$ cat config.mk
export PLATFORM = sky130hd
export DESIGN_NAME = seq_det_param
export DESIGN_NICKNAME = d
export VERILOG_FILES = /design/src/rtl/seq_det_pkg.sv /design/src/rtl/seq_det_sat_cnt.sv /design/src/rtl/seq_det_param.sv
export SDC_FILE = /design/constraint.sdc
export NUM_CORES = 1
export LEC_CHECK = 0
export BUFFER_PORTS_ARGS = -buffer_cell sky130_fd_sc_hd__buf_2
export CORE_ASPECT_RATIO = 1.75
export CORE_MARGIN = 10
export CORE_UTILIZATION = 45
export DETAILED_ROUTE_END_ITERATION = 10
export PLACE_DENSITY = 0.79
export REMOVE_ABC_BUFFERS = 1
export SETUP_SLACK_MARGIN = 0.05
export SYNTH_ARGS = -nofsm -noshare
export SYNTH_HDL_FRONTEND = slang
export SYNTH_SLANG_ARGS = --single-unit
$ cat constraint.sdc
create_clock -name clk -period 5.1 [get_ports clk]
set_input_delay 0 -clock clk [delete_from_list [all_inputs] [get_ports clk]]
set_output_delay 0 -clock clk [all_outputs]
set_load 0.02 [all_outputs]
$ cat src/rtl/seq_det_pkg.sv
// Shared definitions for the parametrised serial pattern detector:
// the FSM state type, the widest supported pattern and the masked compare.
package seq_det_pkg;

   typedef enum logic [1:0] {
      IDLE = 2'd0,
      FILL = 2'd1,
      RUN  = 2'd2
   } state_t;

   localparam int PAT_LEN_MAX = 32;

   // Zero bits in mask are don't-care positions. Callers zero-extend
   // narrower patterns, so the unused upper bits always compare equal.
   function automatic logic masked_match(input logic [PAT_LEN_MAX-1:0] data,
                                         input logic [PAT_LEN_MAX-1:0] pattern,
                                         input logic [PAT_LEN_MAX-1:0] mask);
      return ((data ^ pattern) & mask) == '0;
   endfunction

endpackage

$ cat src/rtl/seq_det_sat_cnt.sv
// Saturating up-counter used for the detector's match count.
// A clear wins over a simultaneous increment; the count never wraps.
module seq_det_sat_cnt
   import seq_det_pkg::*;
#(
   parameter int CNT_W = 8
) (
   input  logic             clk,
   input  logic             rstn,
   input  logic             inc,
   input  logic             clr,
   output logic [CNT_W-1:0] cnt
);

   // Count register: clear first, then increment unless already at all-ones
   always_ff @(posedge clk or negedge rstn) begin
      if (!rstn) begin
         cnt <= '0;
      end else if (clr) begin
         cnt <= '0;
      end else if (inc && (cnt != '1)) begin
         cnt <= cnt + CNT_W'(1);
      end
   end

endmodule

$ cat src/rtl/seq_det_param.sv
// Parametrised serial sync-word detector with runtime pattern and overlap mode.
// Bits are qualified by in_valid; a hit produces a registered one-cycle match
// pulse and bumps a saturating match counter.
// Optional build macro SEQ_DET_MASK_EN adds a cfg_mask port whose zero bits
// make the corresponding pattern positions don't-care.
module seq_det_param
   import seq_det_pkg::*;
#(
   parameter int PAT_LEN = 4,
   parameter int CNT_W   = 8
) (
   input  logic               clk,
   input  logic               rstn,
   input  logic               en,
   input  logic               cfg_load,
   input  logic [PAT_LEN-1:0] cfg_pattern,
   input  logic               cfg_overlap,
`ifdef SEQ_DET_MASK_EN
   input  logic [PAT_LEN-1:0] cfg_mask,
`endif
   input  logic               in_valid,
   input  logic               in_bit,
   input  logic               cnt_clr,
   output logic               match,
   output logic [CNT_W-1:0]   match_cnt,
   output logic               busy
);

   localparam int FILL_W = $clog2(PAT_LEN + 1);
   localparam logic [FILL_W-1:0] FILL_FULL = FILL_W'(PAT_LEN);
   localparam logic [FILL_W-1:0] FILL_ONE  = FILL_W'(1);

   state_t             state, state_nxt;
   logic [PAT_LEN-1:0] hist, hist_nxt, nhist;
   logic [PAT_LEN-1:0] pat_q, pat_nxt;
   logic [PAT_LEN-1:0] mask_eff;
   logic [FILL_W-1:0]  fill, fill_nxt, nfill;
   logic               ovl_q, ovl_nxt;
   logic               match_nxt;
   logic               accept;
   logic               hit;

`ifdef SEQ_DET_MASK_EN
   logic [PAT_LEN-1:0] mask_q, mask_nxt;
   assign mask_eff = mask_q;
`else
   assign mask_eff = '1;
`endif

   assign busy = (state != IDLE);

   // Next-state, history, fill level, config latching and match decision
   always_comb begin
      state_nxt = state;
      hist_nxt  = hist;
      fill_nxt  = fill;
      pat_nxt   = pat_q;
      ovl_nxt   = ovl_q;
`ifdef SEQ_DET_MASK_EN
      mask_nxt  = mask_q;
`endif
      match_nxt = 1'b0;

      accept = en && in_valid && ((state == FILL) || (state == RUN));
      nhist  = (hist << 1) | PAT_LEN'(in_bit);
      nfill  = (fill == FILL_FULL) ? fill : fill + FILL_ONE;
      hit    = accept && (nfill == FILL_FULL) &&
               masked_match(PAT_LEN_MAX'(nhist), PAT_LEN_MAX'(pat_q),
                            PAT_LEN_MAX'(mask_eff));

      case (state)
         IDLE: begin
            if (cfg_load) begin
               pat_nxt  = cfg_pattern;
               ovl_nxt  = cfg_overlap;
`ifdef SEQ_DET_MASK_EN
               mask_nxt = cfg_mask;
`endif
            end
            if (en) begin
               state_nxt = FILL;
            end
         end
         FILL, RUN: begin
            if (!en) begin
               state_nxt = IDLE;
               hist_nxt  = '0;
               fill_nxt  = '0;
            end else if (accept) begin
               match_nxt = hit;
               if (hit && !ovl_q) begin
                  state_nxt = FILL;
                  hist_nxt  = '0;
                  fill_nxt  = '0;
               end else begin
                  hist_nxt  = nhist;
                  fill_nxt  = nfill;
                  state_nxt = (nfill == FILL_FULL) ? RUN : FILL;
               end
            end
         end
         default: begin
            state_nxt = IDLE;
            hist_nxt  = '0;
            fill_nxt  = '0;
         end
      endcase
   end

   // State, history, configuration and registered match pulse
   always_ff @(posedge clk or negedge rstn) begin
      if (!rstn) begin
         state  <= IDLE;
         hist   <= '0;
         fill   <= '0;
         pat_q  <= '0;
         ovl_q  <= 1'b0;
`ifdef SEQ_DET_MASK_EN
         mask_q <= '1;
`endif
         match  <= 1'b0;
      end else begin
         state  <= state_nxt;
         hist   <= hist_nxt;
         fill   <= fill_nxt;
         pat_q  <= pat_nxt;
         ovl_q  <= ovl_nxt;
`ifdef SEQ_DET_MASK_EN
         mask_q <= mask_nxt;
`endif
         match  <= match_nxt;
      end
   end

   seq_det_sat_cnt #(
      .CNT_W (CNT_W)
   ) u_cnt (
      .clk  (clk),
      .rstn (rstn),
      .inc  (hit),
      .clr  (cnt_clr),
      .cnt  (match_cnt)
   );

endmodule
* After elaboration in Yosys (flattened, before gate mapping)
Cells that the tools add are included.
Widths: inputs -> output; s select.
** Word-level totals
- Bits in registers :: 22
- Latch bits :: 0
- Memory bits (writable) :: 0
- Bits in read-only memories :: 0
- Input bits :: 12
- Output and inout bits :: 10
- Word-level logic and storage cells :: 55
- Memories :: 0
** Cells by class
- Add/sub/neg operators :: 2
- Multiply operators :: 0
- Divide/modulo/power cells :: 0
- Magnitude comparators :: 0
- Equal/unequal tests :: 7
- Shift-type cells :: 0
- Muxes and demuxes :: 20
- Bitwise logic cells :: 3
- Reductions and logical operators :: 16
** Operator list (number)
- $logic_not 32->1 :: 1
- $mux 3 :: 7
- $mux 8 :: 2
- $pmux 3 s2 :: 2
- $mux 2 :: 5
- $add 8x1->8 const B :: 1
- $ne 8x8->1 const B :: 1
- $eq 3x3->1 const B :: 2
- $logic_and 1x1->1 :: 6
- $reduce_and 2->1 :: 3
- $or 4x1->4 :: 1
- $pmux 2 s2 :: 1
- $reduce_bool 2->1 :: 2
- $xor 4x4->4 :: 1
- $add 3x1->3 const B :: 1
- $mux 1 :: 3
- $ne 3x3->1 const B :: 1
- $eq 2x1->1 const B :: 1
- $eq 2x2->1 const B :: 1
- $logic_not 2->1 :: 1
- $ne 2x2->1 const B :: 1
- $reduce_or 2->1 :: 1
- $logic_not 1->1 :: 1
- $logic_or 1x1->1 :: 1
- $not 1->1 :: 1

* Longest topological paths before layout
Gate-level depths: netlist of run 1.
- Word-level depth :: 10
- Depth in mapped cells :: 8
- Gate-level depth less buffers :: 7

* By module
Synthesis of run 1 repeated with hierarchy kept, for this count alone.
** Unflattened totals
- Cell total of the unflattened synthesis :: 128
- Area total of the unflattened synthesis :: 1271.2 µm²
** Modules (own cells, without submodules)
- seq_det_param :: times used 1, cells each 79, area each 807.0 µm², sequential area each 350.3 µm²
- seq_det_sat_cnt :: times used 1, cells each 49, area each 464.2 µm², sequential area each 200.2 µm²

* Worst setup path after synthesis of run 1
OpenSTA, ideal clock, no wires.
- Kind :: register -> register
- Start point :: register fill[0]
- End point :: register u_cnt.cnt[4]
- Library setup time :: 0.078 ns
- Arrival time :: 2.446 ns
- Data required time :: 5.022 ns
- Slack :: 2.576 ns
- Cell stages (with the launch flop) :: 9
- Buffers on the path :: 1
- Period minus slack after synthesis :: 2.524 ns
- Path through :: dfrtp_1 inv_1 ha_1 or3b_1 a311o_1 or4_4 buf_6 or3_1 a21oi_1
** On the way
- Word-level cells in the longest chain between the ends :: 7
- Elaborated cells on any way between the ends :: 8
- Classes of those cells :: add/sub: 1; eq/ne: 2; mux: 1; reduce/logical: 4
** RTL lines
- start, declared :: line seq_det_param.sv:37 : logic [FILL_W-1:0] fill, fill_nxt, nfill;
- start signal, assigned :: line seq_det_param.sv:125 : fill <= fill_nxt;
- $add 3x1->3 / $eq 3x3->1 (equally long branches) :: line seq_det_param.sv:66 : nfill = (fill == FILL_FULL) ? fill : fill + FILL_ONE;
- $mux 3 (*) :: line seq_det_param.sv:66
- $eq 3x3->1 (*) :: line seq_det_param.sv:67 : hit = accept && (nfill == FILL_FULL) &&
- $logic_and 1x1->1 (*) (2 in a row) :: line seq_det_param.sv:67
- $logic_and 1x1->1 (*) :: line seq_det_sat_cnt.sv:21 : end else if (inc && (cnt != '1)) begin
- $reduce_bool 2->1 (no line) (*)
- end signal, assigned :: line seq_det_sat_cnt.sv:22 : cnt <= cnt + CNT_W'(1);
- end, declared :: line seq_det_sat_cnt.sv:12 : output logic [CNT_W-1:0] cnt
Every way passes the cells marked *; elsewhere a longest branch is shown, timed or not.
A chain may end at the register's enable or synchronous reset.

* Worst setup path after layout of run 1
- Start point :: register fill[0]
- End point :: register u_cnt.cnt[5]
Same word-level chain as after synthesis.

==> run_summary.xml, run 1 <==
<?xml version="1.0" encoding="UTF-8"?>
<metrics>
  <group name="cells_and_area">
    <metric name="nNetsFinal" unit="">164</metric>
    <metric name="layout.cell_area.non_filler" unit="sq um">1440</metric>
    <metric name="area.growth.synth_to_final" unit="%">22.5</metric>
    <metric name="n_antenna_cell" unit="">0</metric>
    <metric name="filler_free_cell_count_of_the_finished_design" unit="">172</metric>
    <metric name="fill_cells" unit="">222</metric>
    <metric name="layout-drive-gt1-share" unit="%">22.6</metric>
  </group>
  <group name="pwr">
    <metric name="relative_contribution_of_the_clock_network_to_total_power" unit="%">28.4</metric>
    <metric name="fin_total_pwr" unit="uW">571</metric>
    <metric name="switching_power" unit="uW">184</metric>
    <metric name="worst_vdd_drop" unit="mV">0.278</metric>
    <metric name="cell_internal_pwr" unit="uW">387</metric>
    <metric name="share_seq_of_total_power" unit="%">41.3</metric>
    <metric name="switching_share" unit="%">32.2</metric>
    <metric name="power_frac_comb" unit="%">30.3</metric>
    <metric name="pwr_density" unit="nW/um^2">398</metric>
    <metric name="power.static_leakage" unit="nW">0.633</metric>
  </group>
  <group name="drt">
    <metric name="drt-pass1-iter-count" unit="">4</metric>
    <metric name="post_drt_wl_per_cell" unit="um">16.9</metric>
    <metric name="detail_route.drc_violations" unit="">0</metric>
    <metric name="drt-total-wl" unit="um">2900</metric>
    <metric name="postRouteAntennaNets" unit="">0</metric>
    <metric name="avgViaCountPerCell" unit="">6.02</metric>
    <metric name="vias" unit="">1036</metric>
    <metric name="drt_iter0_markers" unit="">47</metric>
  </group>
  <group name="synth">
    <metric name="synth_cell_type_count" unit="">34</metric>
    <metric name="synthesis.instances" unit="">116</metric>
    <metric name="synthDominantAreaCellType" unit="">sky130_fd_sc_hd__dfrtp_1</metric>
    <metric name="synth-async-reset-ratio" unit="%">100</metric>
    <metric name="syn-cell-area" unit="sq um">1170</metric>
    <metric name="yosys_warnings" unit="">0</metric>
    <metric name="synth.area.top_cells" unit="">sky130_fd_sc_hd__dfrtp_1 (47%), sky130_fd_sc_hd__ha_1 (5.3%), sky130_fd_sc_hd__mux2_2 (4.8%)</metric>
    <metric name="synth.cells.most_frequent" unit="">sky130_fd_sc_hd__dfrtp_1 (22), sky130_fd_sc_hd__a21oi_1 (11), sky130_fd_sc_hd__nand3_1 (7), sky130_fd_sc_hd__o21ai_0 (7)</metric>
    <metric name="synth_top_area_share" unit="%">47.0</metric>
    <metric name="number_of_synthesized_flops_with_an_enable_pin" unit="">0</metric>
    <metric name="ys_seq_elements" unit="">22</metric>
    <metric name="syn-mean-instance-area" unit="sq um">10.1</metric>
    <metric name="cell_with_the_most_instances_after_synthesis" unit="">sky130_fd_sc_hd__dfrtp_1</metric>
    <metric name="synth_seq_area_share" unit="%">47.0</metric>
    <metric name="most_common_flop_cell_mapped_by_yosys" unit="">sky130_fd_sc_hd__dfrtp_1</metric>
  </group>
  <group name="sta">
    <metric name="worst_clock_skew" unit="ns">0.00432</metric>
    <metric name="setup-violations-final" unit="">0</metric>
    <metric name="unrepaired_setup_endpoints_after_global_routing" unit="">no</metric>
    <metric name="maxSlewViolCount" unit="">0</metric>
    <metric name="timing_hold_violations_final" unit="">0</metric>
    <metric name="finalCritPeriodShare" unit="%">54.1</metric>
    <metric name="period_needed" unit="ns">2.76</metric>
    <metric name="fmax" unit="GHz">0.363</metric>
    <metric name="max_slew.worst_pin.slew" unit="ns">0.581</metric>
    <metric name="setup_tns" unit="ns">0</metric>
    <metric name="hold_slack" unit="ns">0.0277</metric>
    <metric name="max_slew_margin" unit="%">61.1</metric>
  </group>
  <group name="setup_path">
    <metric name="reg2regPathDepth" unit="">7</metric>
    <metric name="crit_path_class" unit="">register to register</metric>
    <metric name="crit_path_end_kind" unit="">register</metric>
    <metric name="critPathLaunchType" unit="">register</metric>
    <metric name="cp.required" unit="ns">5.29</metric>
    <metric name="cp-startpoint" unit="">fill[0]$_DFFE_PN0P_</metric>
    <metric name="critical_path.max_fanout" unit="">12</metric>
    <metric name="worst_ep_arrival_time" unit="ns">2.95</metric>
    <metric name="worstReg2RegStart" unit="">fill[0]$_DFFE_PN0P_</metric>
  </group>
  <group name="grt">
    <metric name="via_count_of_the_first_global_routing_pass" unit="">1102</metric>
    <metric name="globalRouteOverflowTotal" unit="">0</metric>
    <metric name="met1_usage" unit="%">12.9</metric>
    <metric name="antenna_found_initial" unit="">0</metric>
    <metric name="gr-usage-met3" unit="%">3.07</metric>
    <metric name="grt_pass1_wl" unit="um">4980</metric>
    <metric name="globalRouteTotalUtil" unit="%">12.1</metric>
    <metric name="grt_use_met2" unit="%">21.0</metric>
    <metric name="grt_max_degree" unit="">23</metric>
    <metric name="busiest_layer" unit="">met2</metric>
  </group>
  <group name="job">
    <metric name="maxCapViolCount" unit="">0</metric>
  </group>
  <group name="floorplan">
    <metric name="ios" unit="">22</metric>
    <metric name="std_cell_core_area" unit="sq um">2490</metric>
    <metric name="die_width" unit="um">58.6</metric>
    <metric name="die_h" unit="um">87.5</metric>
    <metric name="initial_utilization" unit="%">47.0</metric>
    <metric name="count_of_standard_cell_rows" unit="">24</metric>
    <metric name="fp.dieArea" unit="sq um">5120</metric>
  </group>
  <group name="status">
    <metric name="run_status" unit="">completed</metric>
  </group>
  <group name="clock_network">
    <metric name="clock_tree_from_tritoncts" unit="">done</metric>
    <metric name="numCtsBuffers" unit="">3</metric>
    <metric name="worst_setup_hold_path_clk_slew" unit="ns">0.08</metric>
    <metric name="worstSkewPairLatency" unit="ns">0.27</metric>
    <metric name="max-clock-path-buffers" unit="">2</metric>
    <metric name="clock-sinks" unit="">22</metric>
    <metric name="root_cell_of_the_clock_tree" unit="">sky130_fd_sc_hd__clkbuf_8</metric>
    <metric name="cts.htree.levels" unit="">1</metric>
    <metric name="cts-resized-gates" unit="">0</metric>
    <metric name="postCtsSetupRepairBufs" unit="">0</metric>
  </group>
  <group name="place">
    <metric name="routabilityCongestion" unit="">0.755</metric>
    <metric name="placement.cell_area" unit="sq um">1290</metric>
    <metric name="dp_hpwl" unit="um">2210</metric>
    <metric name="place.port_buffers" unit="">21</metric>
    <metric name="dpl.cell_count" unit="">161</metric>
  </group>
  <group name="worst_hold_path">
    <metric name="min_delay_path_depth" unit="">2</metric>
    <metric name="hold_path_class" unit="">input pin to register</metric>
    <metric name="hold_path_startpoint" unit="">in_bit</metric>
  </group>
</metrics>
routing by layer:
| layer | wire [um] | part of all wire, % |
|---|---|---|
| met5 | 0 | 0 |
| met2 | 1540 | 53 |
| met4 | 56 | 1.9 |
| met3 | 176 | 6.1 |
| met1 | 1130 | 39 |
cells in the final DEF, fill, tap and decap left out, types with 2 or more instances in the layout:
cell type | synthesis | layout
sky130_fd_sc_hd__a21oi_1 | 11 | 11
sky130_fd_sc_hd__a31oi_1 | 2 | 2
sky130_fd_sc_hd__a32o_1 | 3 | 3
sky130_fd_sc_hd__buf_2 | 0 | 21
sky130_fd_sc_hd__clkbuf_8 | 0 | 3
sky130_fd_sc_hd__dfrtp_1 | 22 | 22
sky130_fd_sc_hd__dlygate4sd3_1 | 0 | 7
sky130_fd_sc_hd__ha_1 | 5 | 5
sky130_fd_sc_hd__inv_1 | 6 | 6
sky130_fd_sc_hd__mux2_2 | 5 | 5
sky130_fd_sc_hd__nand2_1 | 6 | 6
sky130_fd_sc_hd__nand2b_1 | 2 | 2
sky130_fd_sc_hd__nand3_1 | 7 | 7
sky130_fd_sc_hd__nor2_1 | 6 | 6
sky130_fd_sc_hd__nor3_1 | 3 | 3
sky130_fd_sc_hd__o21ai_0 | 7 | 7
sky130_fd_sc_hd__o31ai_1 | 2 | 2
sky130_fd_sc_hd__or2_2 | 2 | 2
sky130_fd_sc_hd__or3_1 | 5 | 5
sky130_fd_sc_hd__or4_1 | 2 | 2
sky130_fd_sc_hd__xnor2_1 | 3 | 3
sky130_fd_sc_hd__xor2_1 | 2 | 2
stage by stage:
stage	utilization (%)	worst slack [ns]
after floorplan	-	2.59
final	57.6	2.34
after global routing	57.6	2.24
after detailed placement	51.9	2.39
after CTS	57.6	2.34
after global placement	51.9	2.52
cell type report:
class | count | area (sq um) | area share, %
Clock inverter | 1 | 30.0 | 2.09
Inverter | 6 | 22.5 | 1.57
Multi-Input combinational cell | 86 | 583 | 40.6
Tap cell | 26 | 32.5 | 2.27
Timing Repair Buffer | 28 | 175 | 12.2
Sequential cell | 22 | 551 | 38.4
Clock buffer | 3 | 41.3 | 2.88
path summary, 6_finish.rpt:
path | endpoint | slack, ns
worst max register to register | u_cnt.cnt[5]$_DFFE_PN0P_ | 2.34
worst min-delay path | hist[0]$_DFFE_PN0P_ | 0.03
max in group asynchronous | state[1]$_DFFE_PN0P_ | 4.54
worst min register to register | pat_q[1]$_DFFE_PN0P_ | 0.54
min in group asynchronous | hist[0]$_DFFE_PN0P_ | 0.22
worst max-delay path | u_cnt.cnt[5]$_DFFE_PN0P_ | 2.34
state kept, by name (all words and copies together), names as in the netlist:
signal,cells
u_cnt.cnt,8
pat_q,4
fill,3
hist,3
state,2
match,1
ovl_q,1
power groups by stage:
stage	sequential [mW]	clock, mW	combinational, mW
global route	0.239	0.173	0.194
global placement	0.236	0	0.157
floorplan	0.229	0	0.124
CTS	0.236	0.165	0.172
finish	0.236	0.162	0.173
detailed placement	0.239	0	0.167
cells by family after synthesis:
family                     after synthesis  share of synthesized area (%)
and+or+nand+nor                         38                           17.9
AOI/OAI and AO/OA                       32                           17.1
DFF                                     22                           47.0
buffers and inverters                    8                           3.20
muxes                                    6                           5.66
xor gates and xnor gates                 5                           3.74
adders and majority gates                5                           5.34
critical path, stage by stage, from the launching register on:
cell and delay [ns]:
sky130_fd_sc_hd__dfrtp_1 0.41, sky130_fd_sc_hd__inv_1 0.10, sky130_fd_sc_hd__ha_1 0.26, sky130_fd_sc_hd__or3b_1 0.43
sky130_fd_sc_hd__a311o_1 0.38, sky130_fd_sc_hd__or4_4 0.51, sky130_fd_sc_hd__or4_1 0.42, sky130_fd_sc_hd__a21oi_1 0.16
repair_timing:
action	4_1_cts	5_1_grt
hold buffers	7	0
endpoints found under the setup margin	0	0
endpoints found under the hold margin	31	0
Note: power is estimated with default switching activity, not from simulation.
==> run 2: changes to the inputs <==
clock period = 2.8 ns   (was 5.1 ns; I/O delays follow)
==> run_summary.xml, run 2 (synthesis results as in run 1) <==
<?xml version="1.0" encoding="UTF-8"?>
<metrics>
  <group name="drt">
    <metric name="drt-pass1-iter-count" unit="">6</metric>
    <metric name="highest-signal-layer" unit="">met4</metric>
    <metric name="detail_route.drc_violations" unit="">0</metric>
    <metric name="post_drt_wl_per_cell" unit="um">17.6</metric>
    <metric name="drt-total-wl" unit="um">3120</metric>
    <metric name="drt_iter0_markers" unit="">86</metric>
    <metric name="met1Wirelength" unit="um">1220</metric>
    <metric name="wl_met2" unit="um">1640</metric>
    <metric name="avgViaCountPerCell" unit="">6.34</metric>
    <metric name="routed-wl-met3" unit="um">178</metric>
    <metric name="vias" unit="">1122</metric>
    <metric name="postRouteAntennaNets" unit="">0</metric>
  </group>
  <group name="cells_and_area">
    <metric name="register_area" unit="sq um">551</metric>
    <metric name="fill_cells" unit="">211</metric>
    <metric name="reg_top3" unit="">u_cnt.cnt: 8 flops, pat_q: 4 flops</metric>
    <metric name="layout-drive-gt1-share" unit="%">27.2</metric>
    <metric name="largest_register_by_flop_count" unit="">u_cnt.cnt</metric>
    <metric name="nNetsFinal" unit="">169</metric>
    <metric name="n_antenna_cell" unit="">0</metric>
    <metric name="multi_input_comb_area" unit="sq um">594</metric>
    <metric name="layout_common_cells" unit="">sky130_fd_sc_hd__dfrtp_1 (22), sky130_fd_sc_hd__buf_2 (21), sky130_fd_sc_hd__a21oi_1 (10)</metric>
    <metric name="largest_reg_flops" unit="">8</metric>
    <metric name="area.growth.synth_to_final" unit="%">26.7</metric>
    <metric name="commonest_non_fill_non_tap_cell_in_the_layout" unit="">sky130_fd_sc_hd__dfrtp_1</metric>
  </group>
  <group name="grt">
    <metric name="grt_max_degree" unit="">23</metric>
    <metric name="via_count_of_the_first_global_routing_pass" unit="">1136</metric>
    <metric name="globalRouteOverflowTotal" unit="">0</metric>
    <metric name="grt_pass1_wl" unit="um">5130</metric>
    <metric name="antenna_found_initial" unit="">0</metric>
    <metric name="globalRouteTotalUtil" unit="%">12.4</metric>
  </group>
  <group name="sta">
    <metric name="setup-violations-final" unit="">0</metric>
    <metric name="fmax" unit="GHz">0.379</metric>
    <metric name="setup_tns" unit="ns">0</metric>
    <metric name="hold_slack" unit="ns">0.0303</metric>
    <metric name="max_slew.worst_pin.slew" unit="ns">0.603</metric>
    <metric name="worst_clock_skew" unit="ns">0.00249</metric>
    <metric name="timing_hold_violations_final" unit="">0</metric>
    <metric name="unrepaired_setup_endpoints_after_global_routing" unit="">no</metric>
    <metric name="finalCritPeriodShare" unit="%">94.3</metric>
    <metric name="maxSlewViolCount" unit="">0</metric>
    <metric name="max_slew_margin" unit="%">59.5</metric>
    <metric name="period_needed" unit="ns">2.64</metric>
  </group>
  <group name="clock_network">
    <metric name="worstSkewPairLatency" unit="ns">0.27</metric>
    <metric name="max-clock-path-buffers" unit="">2</metric>
    <metric name="root_cell_of_the_clock_tree" unit="">sky130_fd_sc_hd__clkbuf_8</metric>
    <metric name="numCtsBuffers" unit="">3</metric>
    <metric name="worst_setup_hold_path_clk_slew" unit="ns">0.08</metric>
    <metric name="clock-sinks" unit="">22</metric>
    <metric name="cts.htree.levels" unit="">1</metric>
    <metric name="clock_tree_from_tritoncts" unit="">done</metric>
  </group>
  <group name="place">
    <metric name="place.port_buffers" unit="">21</metric>
    <metric name="routabilityCongestion" unit="">0.755</metric>
    <metric name="dp_hpwl" unit="um">2180</metric>
  </group>
  <group name="setup_path">
    <metric name="crit_path_class" unit="">register to register</metric>
    <metric name="cp.required" unit="ns">2.99</metric>
    <metric name="critPathLaunchType" unit="">register</metric>
    <metric name="critical_path.max_fanout" unit="">7</metric>
    <metric name="crit_path_end_kind" unit="">register</metric>
    <metric name="worst_ep_arrival_time" unit="ns">2.84</metric>
  </group>
  <group name="floorplan">
    <metric name="count_of_standard_cell_rows" unit="">24</metric>
    <metric name="ios" unit="">22</metric>
    <metric name="die_h" unit="um">87.5</metric>
    <metric name="fp.dieArea" unit="sq um">5120</metric>
    <metric name="die_width" unit="um">58.6</metric>
    <metric name="std_cell_core_area" unit="sq um">2490</metric>
    <metric name="initial_utilization" unit="%">47.0</metric>
  </group>
  <group name="pwr">
    <metric name="worst_vdd_drop" unit="mV">0.498</metric>
    <metric name="power.static_leakage" unit="nW">0.654</metric>
    <metric name="pwr_density" unit="nW/um^2">730</metric>
  </group>
  <group name="job">
    <metric name="maxCapViolCount" unit="">0</metric>
  </group>
  <group name="status">
    <metric name="run_status" unit="">completed</metric>
  </group>
  <group name="worst_hold_path">
    <metric name="hold_path_class" unit="">input pin to register</metric>
  </group>
</metrics>
## run 2: critical path, cell delays in order (launching register included)
cell and delay, ns:
sky130_fd_sc_hd__dfrtp_1 0.39, sky130_fd_sc_hd__inv_1 0.09, sky130_fd_sc_hd__ha_2 0.22, sky130_fd_sc_hd__or3b_1 0.40
sky130_fd_sc_hd__a311o_1 0.37, sky130_fd_sc_hd__or4_4 0.48, sky130_fd_sc_hd__or4_1 0.44, sky130_fd_sc_hd__a21oi_2 0.17
## run 2: final cells by class
class	count	area share [%]
Clock buffer	3	2.78
Sequential cell	22	37.1
Clock inverter	1	2.02
Timing Repair Buffer	33	14.3
Multi-Input combinational cell	86	40.1
Tap cell	26	2.19
Inverter	6	1.52
## run 2: where the power goes
part           internal (mW)  total (mW)  leakage (nW)  switching, mW
Clock                  0.191       0.299        0.0357          0.108
Combinational          0.164       0.357         0.325          0.193
Sequential             0.375       0.426         0.293         0.0507
Total                  0.731        1.08         0.654          0.352
## run 2: final timing paths
path	start	to	slack, ns	cells past startpoint
min	in_bit	hist[0]$_DFFE_PN0P_	0.03	2
min reg2reg	pat_q[1]$_DFFE_PN0P_	pat_q[1]$_DFFE_PN0P_	0.53	1
max in group asynchronous	rstn	fill[0]$_DFFE_PN0P_	2.24	2
max reg2reg	fill[0]$_DFFE_PN0P_	u_cnt.cnt[5]$_DFFE_PN0P_	0.16	7
min in group asynchronous	rstn	pat_q[3]$_DFFE_PN0P_	0.23	2
max	fill[0]$_DFFE_PN0P_	u_cnt.cnt[5]$_DFFE_PN0P_	0.16	7
## run 2: metrics by stage
stage / power [mW] / worst slack, ns / util, % / instance area, sq um / std cells
final: 1.08 / 0.159 / 59.5 / 1480 / 177
after detailed placement: 0.738 / 0.107 / 51.9 / 1290 / 161
after global placement: 0.717 / 0.218 / 51.9 / 1290 / 161
after floorplan: 0.644 / 0.288 / - / 1160 / 114
after CTS: 1.05 / 0.0871 / 58.5 / 1460 / 175
after global routing: 1.14 / 0.0773 / 59.5 / 1480 / 177
## run 2: timing repair
item                                    CTS  global route
hold buffers                              7             0
endpoints found under the hold margin    30             0
resized for setup                         0             3
setup buffers                             3             2
endpoints found under the setup margin    1             3
pin swaps                                 2             2
## run 2: per-layer routing
layer	vias to the layer above	track usage, %
met1	549	13.7
met3	13	2.92
met5	-	0
met4	0	6.01
li1	501	-
met2	59	21.3
==> run 3: changes to the inputs <==
ABC_AREA = 1   (was default)
PLACE_DENSITY = 0.74   (was 0.79)
==> run_summary.xml, run 3 <==
<?xml version="1.0" encoding="UTF-8"?>
<metrics>
  <group name="floorplan">
    <metric name="die_width" unit="um">61.1</metric>
    <metric name="count_of_standard_cell_rows" unit="">26</metric>
    <metric name="initial_utilization" unit="%">46.0</metric>
    <metric name="std_cell_core_area" unit="sq um">2900</metric>
    <metric name="die_h" unit="um">92.0</metric>
    <metric name="fp.dieArea" unit="sq um">5620</metric>
    <metric name="ios" unit="">22</metric>
  </group>
  <group name="clock_network">
    <metric name="cts_hold_buf" unit="">4</metric>
    <metric name="postCtsSetupRepairBufs" unit="">0</metric>
    <metric name="clock-sinks" unit="">22</metric>
    <metric name="worst_setup_hold_path_clk_slew" unit="ns">0.07</metric>
    <metric name="max-clock-path-buffers" unit="">2</metric>
    <metric name="clock_tree_from_tritoncts" unit="">done</metric>
    <metric name="cts-resized-gates" unit="">0</metric>
    <metric name="root_cell_of_the_clock_tree" unit="">sky130_fd_sc_hd__clkbuf_8</metric>
    <metric name="numCtsBuffers" unit="">3</metric>
    <metric name="worstSkewPairLatency" unit="ns">0.26</metric>
    <metric name="cts.htree.levels" unit="">1</metric>
  </group>
  <group name="sta">
    <metric name="hold_slack" unit="ns">-0.00462</metric>
    <metric name="period_needed" unit="ns">1.62</metric>
    <metric name="maxSlewViolCount" unit="">0</metric>
    <metric name="max_slew.worst_pin.slew" unit="ns">0.488</metric>
    <metric name="unrepaired_setup_endpoints_after_global_routing" unit="">no</metric>
    <metric name="finalCritPeriodShare" unit="%">58.0</metric>
    <metric name="setup_tns" unit="ns">0</metric>
    <metric name="fmax" unit="GHz">0.616</metric>
    <metric name="setup-violations-final" unit="">0</metric>
    <metric name="timing_hold_violations_final" unit="">1</metric>
    <metric name="worst_clock_skew" unit="ns">0.00586</metric>
    <metric name="max_slew_margin" unit="%">67.5</metric>
  </group>
  <group name="setup_path">
    <metric name="critical-path-top-delay-family" unit="">simple AND/OR/NAND/NOR gates</metric>
    <metric name="cp.required" unit="ns">2.99</metric>
    <metric name="reg2regPathDepth" unit="">9</metric>
    <metric name="crit_path_end_kind" unit="">register</metric>
    <metric name="critPathLaunchType" unit="">register</metric>
    <metric name="crit_chain" unit="">inv_1 &gt; ha_1 &gt; inv_1 &gt; nand3_4 &gt; nor2_4 &gt; nand3_4 &gt; nand2_4 &gt; nand2_1 &gt; nand2_1</metric>
    <metric name="critical_path.max_fanout" unit="">9</metric>
    <metric name="worstReg2RegStart" unit="">fill[0]$_DFFE_PN0P_</metric>
    <metric name="cp_slowest_cell" unit="">sky130_fd_sc_hd__dfrtp_1</metric>
    <metric name="critPathMaxStageDelay" unit="ns">0.40</metric>
    <metric name="crit_path_class" unit="">register to register</metric>
    <metric name="critical_path_depth" unit="">9</metric>
    <metric name="worstPathBufferInverterCount" unit="">2</metric>
    <metric name="worst_ep_arrival_time" unit="ns">1.82</metric>
    <metric name="cp-startpoint" unit="">fill[0]$_DFFE_PN0P_</metric>
  </group>
  <group name="cells_and_area">
    <metric name="layout-drive-gt1-share" unit="%">18.1</metric>
    <metric name="area.growth.synth_to_final" unit="%">16.2</metric>
    <metric name="nNetsFinal" unit="">223</metric>
    <metric name="reg_top3" unit="">u_cnt.cnt: 8 flops, pat_q: 4 flops</metric>
    <metric name="largest_reg_flops" unit="">8</metric>
    <metric name="largest_register_by_flop_count" unit="">u_cnt.cnt</metric>
    <metric name="commonest_non_fill_non_tap_cell_in_the_layout" unit="">sky130_fd_sc_hd__nand2_1</metric>
    <metric name="layout_common_cells" unit="">sky130_fd_sc_hd__nand2_1 (51), sky130_fd_sc_hd__inv_1 (28), sky130_fd_sc_hd__dfrtp_1 (22), sky130_fd_sc_hd__nor2_1 (21), sky130_fd_sc_hd__buf_2 (21)</metric>
    <metric name="layout.cell_area.non_filler" unit="sq um">1550</metric>
    <metric name="n_antenna_cell" unit="">0</metric>
  </group>
  <group name="synth">
    <metric name="synth_seq_area_share" unit="%">41.3</metric>
    <metric name="synth.cells.most_frequent" unit="">sky130_fd_sc_hd__nand2_1 (51), sky130_fd_sc_hd__inv_1 (28), sky130_fd_sc_hd__dfrtp_1 (22), sky130_fd_sc_hd__nor2_1 (21), sky130_fd_sc_hd__nand3_1 (16)</metric>
    <metric name="syn-mean-instance-area" unit="sq um">7.53</metric>
    <metric name="syn-cell-area" unit="sq um">1330</metric>
    <metric name="cell_with_the_most_instances_after_synthesis" unit="">sky130_fd_sc_hd__nand2_1</metric>
    <metric name="synth.area.top_cells" unit="">sky130_fd_sc_hd__dfrtp_1 (41%), sky130_fd_sc_hd__nand2_1 (14%), sky130_fd_sc_hd__inv_1 (7.9%)</metric>
    <metric name="most_common_flop_cell_mapped_by_yosys" unit="">sky130_fd_sc_hd__dfrtp_1</metric>
    <metric name="synth_top_area_share" unit="%">41.3</metric>
    <metric name="synth_cell_type_count" unit="">22</metric>
    <metric name="synthDominantAreaCellType" unit="">sky130_fd_sc_hd__dfrtp_1</metric>
    <metric name="yosys_warnings" unit="">0</metric>
    <metric name="synthesis.instances" unit="">177</metric>
    <metric name="number_of_synthesized_flops_with_an_enable_pin" unit="">0</metric>
    <metric name="synth-async-reset-ratio" unit="%">100</metric>
    <metric name="ys_seq_elements" unit="">22</metric>
  </group>
  <group name="drt">
    <metric name="detail_route.drc_violations" unit="">0</metric>
    <metric name="drt-pass1-iter-count" unit="">4</metric>
    <metric name="drt_iter0_markers" unit="">19</metric>
    <metric name="vias" unit="">1160</metric>
    <metric name="drt-total-wl" unit="um">2630</metric>
    <metric name="avgViaCountPerCell" unit="">5.00</metric>
    <metric name="post_drt_wl_per_cell" unit="um">11.3</metric>
    <metric name="postRouteAntennaNets" unit="">0</metric>
  </group>
  <group name="pwr">
    <metric name="power.static_leakage" unit="nW">0.848</metric>
    <metric name="worst_vdd_drop" unit="mV">0.324</metric>
    <metric name="pwr_density" unit="nW/um^2">605</metric>
  </group>
  <group name="status">
    <metric name="run_status" unit="">complete, but fails checks</metric>
    <metric name="failed_checks" unit="">negative hold slack</metric>
  </group>
  <group name="place">
    <metric name="routabilityCongestion" unit="">0.842</metric>
    <metric name="placement.cell_area" unit="sq um">1470</metric>
    <metric name="dp_hpwl" unit="um">2170</metric>
    <metric name="place.port_buffers" unit="">21</metric>
  </group>
  <group name="job">
    <metric name="maxCapViolCount" unit="">0</metric>
  </group>
  <group name="grt">
    <metric name="via_count_of_the_first_global_routing_pass" unit="">1135</metric>
    <metric name="antenna_found_initial" unit="">0</metric>
    <metric name="grt_pass1_wl" unit="um">4640</metric>
    <metric name="globalRouteTotalUtil" unit="%">10.3</metric>
    <metric name="grt_max_degree" unit="">23</metric>
    <metric name="globalRouteOverflowTotal" unit="">0</metric>
  </group>
  <group name="worst_hold_path">
    <metric name="hold_path_class" unit="">input pin to register</metric>
    <metric name="hold_path_startpoint" unit="">cfg_pattern[3]</metric>
    <metric name="min_delay_path_depth" unit="">3</metric>
  </group>
</metrics>
## run 3: worst paths after layout
path                            slack [ns]                       end
worst max register to register        1.18  u_cnt.cnt[3]$_DFFE_PN0P_
worst min register to register        0.53       hist[2]$_DFFE_PN0P_
worst min-delay path                -0.005      pat_q[3]$_DFFE_PN0P_
min in group asynchronous             0.23       hist[2]$_DFFE_PN0P_
worst max-delay path                  1.18  u_cnt.cnt[3]$_DFFE_PN0P_
max in group asynchronous             2.24  u_cnt.cnt[5]$_DFFE_PN0P_
## run 3: cell type report
type,count,area (sq um)
clock buffer,3,41.3
fill,284,1350
inverter,29,109
multi-input combinational,125,668
sequential,22,551
tap,28,35.0
timing repair buffer,25,145
## run 3: per-stage QoR
stage / hold slack, ns / power [mW] / worst slack (ns) / util, % / instances
floorplan: -0.296 / 0.669 / 1.31 / - / 176
global placement: -0.00630 / 0.753 / 1.19 / 50.7 / 225
detailed placement: 0.00318 / 0.755 / 1.17 / 50.7 / 225
CTS: 0.000404 / 0.952 / 1.15 / 53.5 / 232
global route: 0.0230 / 1.02 / 1.02 / 53.5 / 232
finish: -0.00462 / 0.938 / 1.18 / 53.5 / 232
## run 3: tightest hold or removal path: stages
cell                      delay [ns]
sky130_fd_sc_hd__buf_2          0.08
sky130_fd_sc_hd__nor2_1         0.03
sky130_fd_sc_hd__a21oi_1        0.10
## run 3: where the power goes
part           switching (mW)  internal, mW
combinational           0.222         0.114
sequential             0.0359         0.377
clock                  0.0928        0.0958
total                   0.351         0.587
## run 3: kinds of logic (layout without fill, tap and decap cells)
family	after synthesis	count (layout)	synth area share, %
flip-flops	22	22	41.3
buffers and inverters	30	57	8.54
XOR/XNOR	5	5	3.29
AND/OR/NAND/NOR	106	106	38.7
adder cells (fa/ha/maj)	5	5	4.69
AO/OA/AOI/OAI	9	9	3.47
## run 3: per-layer routing
metal | up-vias | track usage [%] | wire, um
met3 | 7 | 2.35 | 132
met5 | - | 0 | 0
met4 | 0 | 4.41 | 68
met2 | 29 | 17.5 | 1360
li1 | 598 | - | -
met1 | 526 | 11.6 | 1070
